File: src/rtl/mem_req_arbiter.sv
// mem_req_arbiter: N-to-1 arbiter for the req/gnt/rvalid memory protocol.
// Granted port IDs are queued in an in-order ID FIFO so that each rvalid is routed
// back to its requester. A lock keeps an ungranted request stable toward the slave.
// Build option: define MEM_ARB_RR_EN for round-robin arbitration; otherwise the
// lowest-index requester wins (fixed priority, no pointer register).
module mem_req_arbiter #(
    parameter int unsigned NR_PORTS        = 2,
    parameter int unsigned ADDRESS_SIZE    = 64,
    parameter int unsigned DATA_WIDTH      = 64,
    parameter int unsigned MAX_OUTSTANDING = 4
) (
    input  logic                                   clk_i,
    input  logic                                   rst_ni,
    // requester side
    input  logic [NR_PORTS-1:0][ADDRESS_SIZE-1:0]  port_address_i,
    input  logic [NR_PORTS-1:0][DATA_WIDTH-1:0]    port_data_wdata_i,
    input  logic [NR_PORTS-1:0]                    port_data_req_i,
    input  logic [NR_PORTS-1:0]                    port_data_we_i,
    input  logic [NR_PORTS-1:0][DATA_WIDTH/8-1:0]  port_data_be_i,
    output logic [NR_PORTS-1:0]                    port_data_gnt_o,
    output logic [NR_PORTS-1:0]                    port_data_rvalid_o,
    output logic [DATA_WIDTH-1:0]                  port_data_rdata_o,
    // slave side
    output logic [ADDRESS_SIZE-1:0]                address_o,
    output logic [DATA_WIDTH-1:0]                  data_wdata_o,
    output logic                                   data_req_o,
    output logic                                   data_we_o,
    output logic [DATA_WIDTH/8-1:0]                data_be_o,
    input  logic                                   data_gnt_i,
    input  logic                                   data_rvalid_i,
    input  logic [DATA_WIDTH-1:0]                  data_rdata_i,
    output logic                                   spurious_o
);

    localparam int unsigned IdxW = (NR_PORTS > 1) ? $clog2(NR_PORTS) : 1;
    localparam int unsigned PtrW = (MAX_OUTSTANDING > 1) ? $clog2(MAX_OUTSTANDING) : 1;
    localparam int unsigned CntW = $clog2(MAX_OUTSTANDING + 1);

    logic [IdxW-1:0] sel;
    logic [IdxW-1:0] arb_sel;
    logic [IdxW-1:0] cand;
    logic            arb_found;
    logic            any_req;
    logic            grant;
    logic            lock_hit;

    logic            lock_valid_q, lock_valid_d;
    logic [IdxW-1:0] lock_idx_q, lock_idx_d;

    logic [PtrW-1:0] wptr_q, wptr_d;
    logic [PtrW-1:0] rptr_q, rptr_d;
    logic [CntW-1:0] cnt_q, cnt_d;
    logic [IdxW-1:0] ids_q [MAX_OUTSTANDING];
    logic [IdxW-1:0] ids_d [MAX_OUTSTANDING];
    logic            fifo_full;
    logic            fifo_empty;
    logic            push;
    logic            pop;

    assign any_req = |port_data_req_i;

`ifdef MEM_ARB_RR_EN
    logic [IdxW-1:0] rr_q, rr_d;

    // Round-robin search: first requester at or after the pointer.
    always_comb begin
        arb_sel   = '0;
        arb_found = 1'b0;
        cand      = '0;
        for (int unsigned i = 0; i < NR_PORTS; i++) begin
            cand = IdxW'((32'(rr_q) + i) % NR_PORTS);
            if (!arb_found && port_data_req_i[cand]) begin
                arb_found = 1'b1;
                arb_sel   = cand;
            end
        end
    end

    // Pointer moves to the port after the granted one.
    always_comb begin
        rr_d = rr_q;
        if (grant) begin
            rr_d = (32'(sel) + 1 == NR_PORTS) ? '0 : sel + IdxW'(1);
        end
    end

    // Round-robin pointer register.
    always_ff @(posedge clk_i or negedge rst_ni) begin
        if (!rst_ni) begin
            rr_q <= '0;
        end else begin
            rr_q <= rr_d;
        end
    end
`else
    // Fixed priority: lowest requesting index wins.
    always_comb begin
        arb_sel   = '0;
        arb_found = 1'b0;
        cand      = '0;
        for (int unsigned i = 0; i < NR_PORTS; i++) begin
            cand = IdxW'(i);
            if (!arb_found && port_data_req_i[cand]) begin
                arb_found = 1'b1;
                arb_sel   = cand;
            end
        end
    end
`endif

    // A locked port that drops its request loses the lock and arbitration reruns at once.
    assign lock_hit = lock_valid_q && port_data_req_i[lock_idx_q];
    assign sel      = lock_hit ? lock_idx_q : arb_sel;

    // Request, mux and routing outputs; full blocks requests even if a pop is in flight.
    always_comb begin
        data_req_o         = any_req && !fifo_full;
        grant              = data_req_o && data_gnt_i;
        address_o          = port_address_i[sel];
        data_wdata_o       = port_data_wdata_i[sel];
        data_we_o          = port_data_we_i[sel];
        data_be_o          = port_data_be_i[sel];
        port_data_gnt_o    = '0;
        port_data_rvalid_o = '0;
        if (grant) begin
            port_data_gnt_o[sel] = 1'b1;
        end
        if (pop) begin
            port_data_rvalid_o[ids_q[rptr_q]] = 1'b1;
        end
        spurious_o         = data_rvalid_i && fifo_empty;
        port_data_rdata_o  = data_rdata_i;
    end

    // Hold the selection while the slave sees an ungranted request.
    always_comb begin
        lock_valid_d = data_req_o && !data_gnt_i;
        lock_idx_d   = lock_valid_d ? sel : lock_idx_q;
    end

    // Lock registers.
    always_ff @(posedge clk_i or negedge rst_ni) begin
        if (!rst_ni) begin
            lock_valid_q <= 1'b0;
            lock_idx_q   <= '0;
        end else begin
            lock_valid_q <= lock_valid_d;
            lock_idx_q   <= lock_idx_d;
        end
    end

    assign fifo_full  = (cnt_q == CntW'(MAX_OUTSTANDING));
    assign fifo_empty = (cnt_q == '0);
    assign push       = grant;
    assign pop        = data_rvalid_i && !fifo_empty;

    // ID FIFO next state: circular pointers, occupancy counter.
    always_comb begin
        wptr_d = wptr_q;
        rptr_d = rptr_q;
        cnt_d  = cnt_q;
        ids_d  = ids_q;
        if (push) begin
            ids_d[wptr_q] = sel;
            wptr_d = (wptr_q == PtrW'(MAX_OUTSTANDING - 1)) ? '0 : wptr_q + PtrW'(1);
        end
        if (pop) begin
            rptr_d = (rptr_q == PtrW'(MAX_OUTSTANDING - 1)) ? '0 : rptr_q + PtrW'(1);
        end
        case ({push, pop})
            2'b10:   cnt_d = cnt_q + CntW'(1);
            2'b01:   cnt_d = cnt_q - CntW'(1);
            default: cnt_d = cnt_q;
        endcase
    end

    // ID FIFO registers.
    always_ff @(posedge clk_i or negedge rst_ni) begin
        if (!rst_ni) begin
            wptr_q <= '0;
            rptr_q <= '0;
            cnt_q  <= '0;
            for (int i = 0; i < int'(MAX_OUTSTANDING); i++) begin
                ids_q[i] <= '0;
            end
        end else begin
            wptr_q <= wptr_d;
            rptr_q <= rptr_d;
            cnt_q  <= cnt_d;
            ids_q  <= ids_d;
        end
    end

endmodule
File: config.mk
export PLATFORM = sky130hd
export DESIGN_NAME = mem_req_arbiter
export DESIGN_NICKNAME = d
export VERILOG_FILES = /design/src/rtl/mem_req_arbiter.sv
export SDC_FILE = /design/constraint.sdc
export NUM_CORES = 1
export LEC_CHECK = 0
export BUFFER_PORTS_ARGS = -buffer_cell sky130_fd_sc_hd__buf_2
export CORE_AREA = 2 2 214 216
export DETAILED_ROUTE_END_ITERATION = 6
export DIE_AREA = 0 0 216 218
export PLACE_DENSITY = 0.3
export SLEW_MARGIN = 30
export SYNTH_ARGS = -nofsm -noshare
export SYNTH_HDL_FRONTEND = slang
export SYNTH_SLANG_ARGS = --single-unit
File: constraint.sdc
create_clock -name clk_i -period 2.15 [get_ports clk_i]
set_input_delay 0.43 -clock clk_i [delete_from_list [all_inputs] [get_ports clk_i]]
set_output_delay 0.43 -clock clk_i [all_outputs]
set_load 0.1 [all_outputs]
==> impl_metrics.tcl, run 1 <==
set metrics [dict create \
    routedWlPerCell_um 14.6 \
    failed_checks "negative setup slack" \
    placedCellCount 1258 \
    regArea_sq_um 325 \
    crit_buf_inv 4 \
    start_util 0.0643 \
    rows 78 \
    synth_top_area_cell "mux2_2" \
    cp_top_family "buffers and inverters" \
    cts_tree "yes" \
    pre_cts_slack_ps -173 \
    cpMostUsedCell "buf_12" \
    p_int_mw 2.25 \
    relSlewSlack 0.678 \
    reg2reg_from "cnt_q[0]" \
    power_switching_mw 3.06 \
    setup_violations 133 \
    final.setup_skew_ps 4.50 \
    ioPinCount 551 \
    remaining_drc_errors 0 \
    min_path_type "primary input to async pin" \
    cap_violations 0 \
    synth_cells 280 \
    finish.utilization 0.160 \
    final_cells 1271 \
    tns_ps -11140 \
    synth_seq_area_share 0.113 \
    crit_slowest_cell "mux2_2" \
    area_delta_synth_final_pct 149 \
    synth_top_cell_area_share 0.542 \
    post-route-period-util 1.06 \
    cts_buffers 3 \
    slew_viol_final 0 \
    postLayoutSetupSlackWorst_ps -127 \
    fillCellCount 5018 \
    port-buffer-count 422 \
    worst_pin_slew_ps 486 \
    vdd_drop_max_mv 0.257 \
    grt_start_max_net_pins 16 \
    finalNetCount 1021 \
    routed_wirelength_um 18600 \
    drive_gt1_frac 0.937 \
    clock_latency_ps 240 \
    placed_cell_area_sq_um 5820 \
    cts_root_buf "clkbuf_16" \
    globalplace.congestion 0.705 \
    grt_pass1_vias 3990 \
    grt-ovfl-total 0 \
    path_clk_slew_ps 50 \
    fp.dieArea_sq_um 47100 \
    p_seq_frac 0.082 \
    slowest_delay_ps 370 \
    die_w_um 216 \
    min_period_ps 2280 \
    p_leak_nw 3.44 \
    powerDensity_nw_per_um2 738 \
    postCtsHoldBufs 0 \
    grt_pass1_wl_um 24000 \
    ys_types 27 \
    clock_sinks 13 \
    synth_area_leaders "mux2_2, buf_4, dfrtp_1" \
    routed_via_density 2.94 \
    vias 3735 \
    swShare 0.577 \
    core_sq_um 44900 \
    cp.arrival_ps 1850 \
    antenna_found_initial 3 \
    run_status "finished, violations left" \
    htreeDepth 1 \
    route.antenna.remaining_nets 0 \
    multi_input_area_sq_um 2120 \
    drt-pass1-iter-count 4 \
    grt_usage 0.0694 \
    drt-initial-drc-count 77 \
    chipHeight_um 218 \
    syn_avg_cell_area_sq_um 10.3 \
    synth_nets 631 \
    crit_path_start_kind "flip-flop" \
    crit_type "flip-flop to output pin" \
    path_cells "nand2_2, a21boi_4, buf_12, buf_16, buf_6, mux2_2, buf_12" \
    crit_path_end_kind "output pin" \
    syn_area_sq_um 2890 \
    max-clock-path-buffers 2 \
    startpoint "lock_idx_q" \
    finalHoldViolCount 0 \
    yosysWarnings 0 \
    dp.final_hpwl_um 16400 \
    cp_max_fo 13 \
    final_cell_mix "buf_2, mux2_2, buf_6" \
    synth_seq_cells 13 \
    fmax_mhz 439 \
    pwr-share-clk 0.067 \
    required_ps 1720 \
    p_comb_frac 0.851 \
    design_area_sq_um 7200 \
    rsz0062_at_grt "yes" \
    layout_commonest_cell "buf_2" \
]
==> sequential cells by signal (all words and copies together) (netlist names) <==
register      flops
cnt_q             3
lock_idx_q        1
ids_q             4
lock_valid_q      1
wptr_q            2
rptr_q            2
==> metrics by stage <==
stage | hold slack, ps | power [mW]
2_1_floorplan | 134 | 3.97
3_3_place_gp | 355 | 4.42
3_5_place_dp | 349 | 4.40
4_1_cts | 88.4 | 5.22
5_1_grt | 104 | 5.53
6_report | 83.1 | 5.31
==> timing repair <==
action / 4_1_cts / 5_1_grt
buffers inserted: 2 / 4
pin swaps: 1 / 3
setup endpoints to repair: 138 / 140
cloned: 1 / 0
gates resized for setup: 290 / 56
==> path summary, 6_finish.rpt <==
kind	endpoint	slack, ps	depth (start not counted)
max	data_wdata_o[0]	-130	7
min	cnt_q[0]	80	1
max reg2reg	cnt_q[2]	110	9
min reg2reg	ids_q[3]	510	1
max in group asynchronous	wptr_q[1]	1810	1
min in group clk_i	lock_valid_q	440	2
==> routing by layer <==
| layer | up-vias | wire (um) | GRT usage |
|---|---|---|---|
| met5 | - | 12 | 0 |
| met4 | 2 | 699 | 0.0260 |
| met3 | 26 | 1990 | 0.0234 |
| met2 | 331 | 9570 | 0.132 |
| met1 | 1672 | 6310 | 0.0696 |
| li1 | 1704 | - | - |
==> cell families after synthesis <==
group / Yosys count / share of synthesized area
adders and majority gates: 7 / 0.0330
buffers and inverters: 87 / 0.209
xor gates and xnor gates: 3 / 0.00911
muxes: 147 / 0.585
AOI/OAI and AO/OA: 4 / 0.0104
DFF: 13 / 0.113
and+or+nand+nor: 19 / 0.0403
==> area by class of cell <==
class,instances,share of cell area
antenna,2,0.000695
timing repair buffer,465,0.541
inverter,7,0.00365
tap,600,0.104
multi-input combinational,180,0.294
sequential,13,0.0452
clock buffer,4,0.0110
==> power by group through the flow <==
stage          Combinational, mW  Sequential [mW]  Clock (mW)
6_report                    4.52            0.438       0.355
5_1_grt                     4.69            0.455       0.384
4_1_cts                     4.41            0.441       0.366
3_5_place_dp                3.96            0.443           0
3_3_place_gp                3.97            0.444           0
2_1_floorplan               3.52            0.456           0
==> synthesized netlist by cell type <==
cell,instances
inv_1,7
mux2i_1,1
and2_4,1
a21o_1,1
ha_1,6
and2b_1,1
nor3b_1,1
xnor2_1,1
or3b_4,1
o21a_1,1
fa_1,1
buf_4,71
buf_2,9
mux4_2,1
o31ai_1,1
mux2_4,6
dfrtp_1,13
and2_1,1
nor4b_1,1
and3_4,1
xor2_1,2
mux2_2,139
nor2_1,6
nor3_1,2
a21boi_1,1
and3_1,3
nand2_1,1
No activity file was read; power rests on OpenSTA's default activity.
==> run 2: changes to the inputs <==
--- a/config.mk
+++ b/config.mk
@@ -9,6 +9,7 @@
 export CORE_AREA = 2 2 214 216
 export DETAILED_ROUTE_END_ITERATION = 6
 export DIE_AREA = 0 0 216 218
+export GPL_ROUTABILITY_DRIVEN = 1
 export PLACE_DENSITY = 0.3
 export SLEW_MARGIN = 30
 export SYNTH_ARGS = -nofsm -noshare
==> constraint.sdc (replaced) <==
create_clock -name clk_i -period 2.6 [get_ports clk_i]
set_input_delay 0.52 -clock clk_i [delete_from_list [all_inputs] [get_ports clk_i]]
set_output_delay 0.52 -clock clk_i [all_outputs]
set_load 0.1 [all_outputs]
==> run 2 against run 1 <==
Effect of this change:
- the flow now finishes without violations
- power down 30%
- cell count down 1.7%
- sequential cell count unchanged
- global-route usage down 1.5 points
- clock power down 20%
- worst setup slack better by 230 ps
- combinational power down 33%
- routed wire length down 20%
- clock-buffer cell count unchanged
- sequential share of layout area up 1.2 points
- worst hold slack better by 85 ps
- critical path type unchanged
==> impl_metrics.tcl, run 2 (synthesis results as in run 1) <==
set metrics [dict create \
    run_status "complete, no violations" \
    crit_path_end_kind "output pin" \
    finalPower_mw 3.71 \
    die_w_um 216 \
    postCtsSetupRepairBufs 0 \
    vdd_drop_max_mv 0.276 \
    min_path_type "primary input to async pin" \
    crit_cells 6 \
    path_clk_slew_ps 40 \
    area_delta_synth_final_pct 96.8 \
    min_period_ps 2500 \
    remaining_drc_errors 0 \
    reg2reg_slack_ps 360 \
    rows 78 \
    largest_reg_flops 4 \
    ioPinCount 551 \
    slowest_delay_ps 350 \
    crit_path_start_kind "flip-flop" \
    cts_root_buf "clkbuf_16" \
    globalplace.congestion 0.705 \
    slew_viol_final 0 \
    fp.dieArea_sq_um 47100 \
    required_ps 2080 \
    cts_tree "yes" \
    fillCellCount 5134 \
    cap_violations 0 \
    cts_resized 0 \
    cpMostUsedCell "buf_12" \
    reg2reg_from "cnt_q[0]" \
    worst_pin_slew_ps 515 \
    power_switching_mw 2.37 \
    p_seq_frac 0.105 \
    finalHoldViolCount 0 \
    antenna_found_initial 3 \
    htreeDepth 1 \
    crit_slowest_cell "mux2_2" \
    relSlewSlack 0.659 \
    regArea_sq_um 325 \
    cp_max_fo 25 \
    pwr-share-clk 0.077 \
    dp.final_hpwl_um 13700 \
    swShare 0.638 \
    finalNetCount 999 \
    grt-ovfl-total 0 \
    multi_input_area_sq_um 1980 \
    routed_via_density 2.83 \
    reg2regPathDepth 9 \
    routed_wirelength_um 14900 \
    setup_violations 0 \
    grt_usage 0.0542 \
    r2r_end "cnt_q[2]" \
    crit_type "flip-flop to output pin" \
    port-buffer-count 422 \
    core_sq_um 44900 \
    routedWlPerCell_um 11.9 \
    layout_commonest_cell "buf_2" \
    grt_pass1_vias 3457 \
    cp.arrival_ps 1980 \
    drive_gt1_frac 0.926 \
    fmax_mhz 400 \
    route.antenna.remaining_nets 0 \
    powerDensity_nw_per_um2 653 \
    clock_sinks 13 \
    final_cells 1249 \
    post-route-period-util 0.962 \
    grt_pass1_wl_um 19300 \
    drt-initial-drc-count 90 \
    clock_latency_ps 240 \
    final_cell_mix "buf_2, mux2_2, buf_4" \
    drt-pass1-iter-count 4 \
    regMostFlops "ids_q" \
    path_cells "nand2_1, a21boi_4, buf_12, buf_12, mux2_2, buf_2" \
    postCtsHoldBufs 0 \
    reg_top3 "ids_q (4), cnt_q (3)" \
    crit_buf_inv 3 \
    cts_buffers 3 \
    vias 3529 \
    p_comb_frac 0.819 \
    p_int_mw 1.34 \
    cp_top_family "buffers and inverters" \
    max-clock-path-buffers 2 \
    final.setup_skew_ps 0.482 \
    chipHeight_um 218 \
    placedCellCount 1243 \
    grt_start_max_net_pins 26 \
    start_util 0.0643 \
    p_leak_nw 2.80 \
]
run 2: worst max-delay path by stage:
stage | startpoint | to | slack [ps]
floorplan | data_rvalid_i | spurious_o | -120
global placement | port_data_req_i[1] | data_wdata_o[33] | 110
detailed placement | port_data_req_i[1] | data_wdata_o[32] | 110
CTS | lock_idx_q | data_wdata_o[32] | 50
global route | lock_idx_q | data_wdata_o[55] | -0.04
finish | lock_idx_q | data_wdata_o[56] | 100
run 2: layout make-up:
class                           instances  share of cell area
Clock buffer                            4              0.0139
Tap cell                              600               0.132
Inverter                                7             0.00463
Multi-Input combinational cell        180               0.348
Antenna cell                            2            0.000881
Timing Repair Buffer                  443               0.443
Sequential cell                        13              0.0573
run 2: metrics by stage:
step,TNS [ps],setup WS [ps],utilization,area (sq um),hold slack [ps]
2_1_floorplan,-120,-120,-,2900,224
3_3_place_gp,0,110,0.124,5550,435
3_5_place_dp,0,112,0.124,5550,436
4_1_cts,0,54.6,0.125,5630,178
5_1_grt,-0.0386,-0.0386,0.127,5680,197
6_report,0,98.6,0.127,5680,169
run 2: metal layers:
metal,track usage,wire (um)
met1,0.0567,5090
met2,0.101,7530
met3,0.0158,1700
met4,0.0224,597
met5,0,0
run 2: power by group through the flow:
stage | logic [mW] | clock network [mW] | registers [mW]
after global routing | 3.17 | 0.307 | 0.409
after floorplan | 2.90 | 0 | 0.369
after global placement | 3.05 | 0 | 0.397
final | 3.04 | 0.284 | 0.388
after CTS | 3.05 | 0.298 | 0.392
after detailed placement | 3.04 | 0 | 0.394
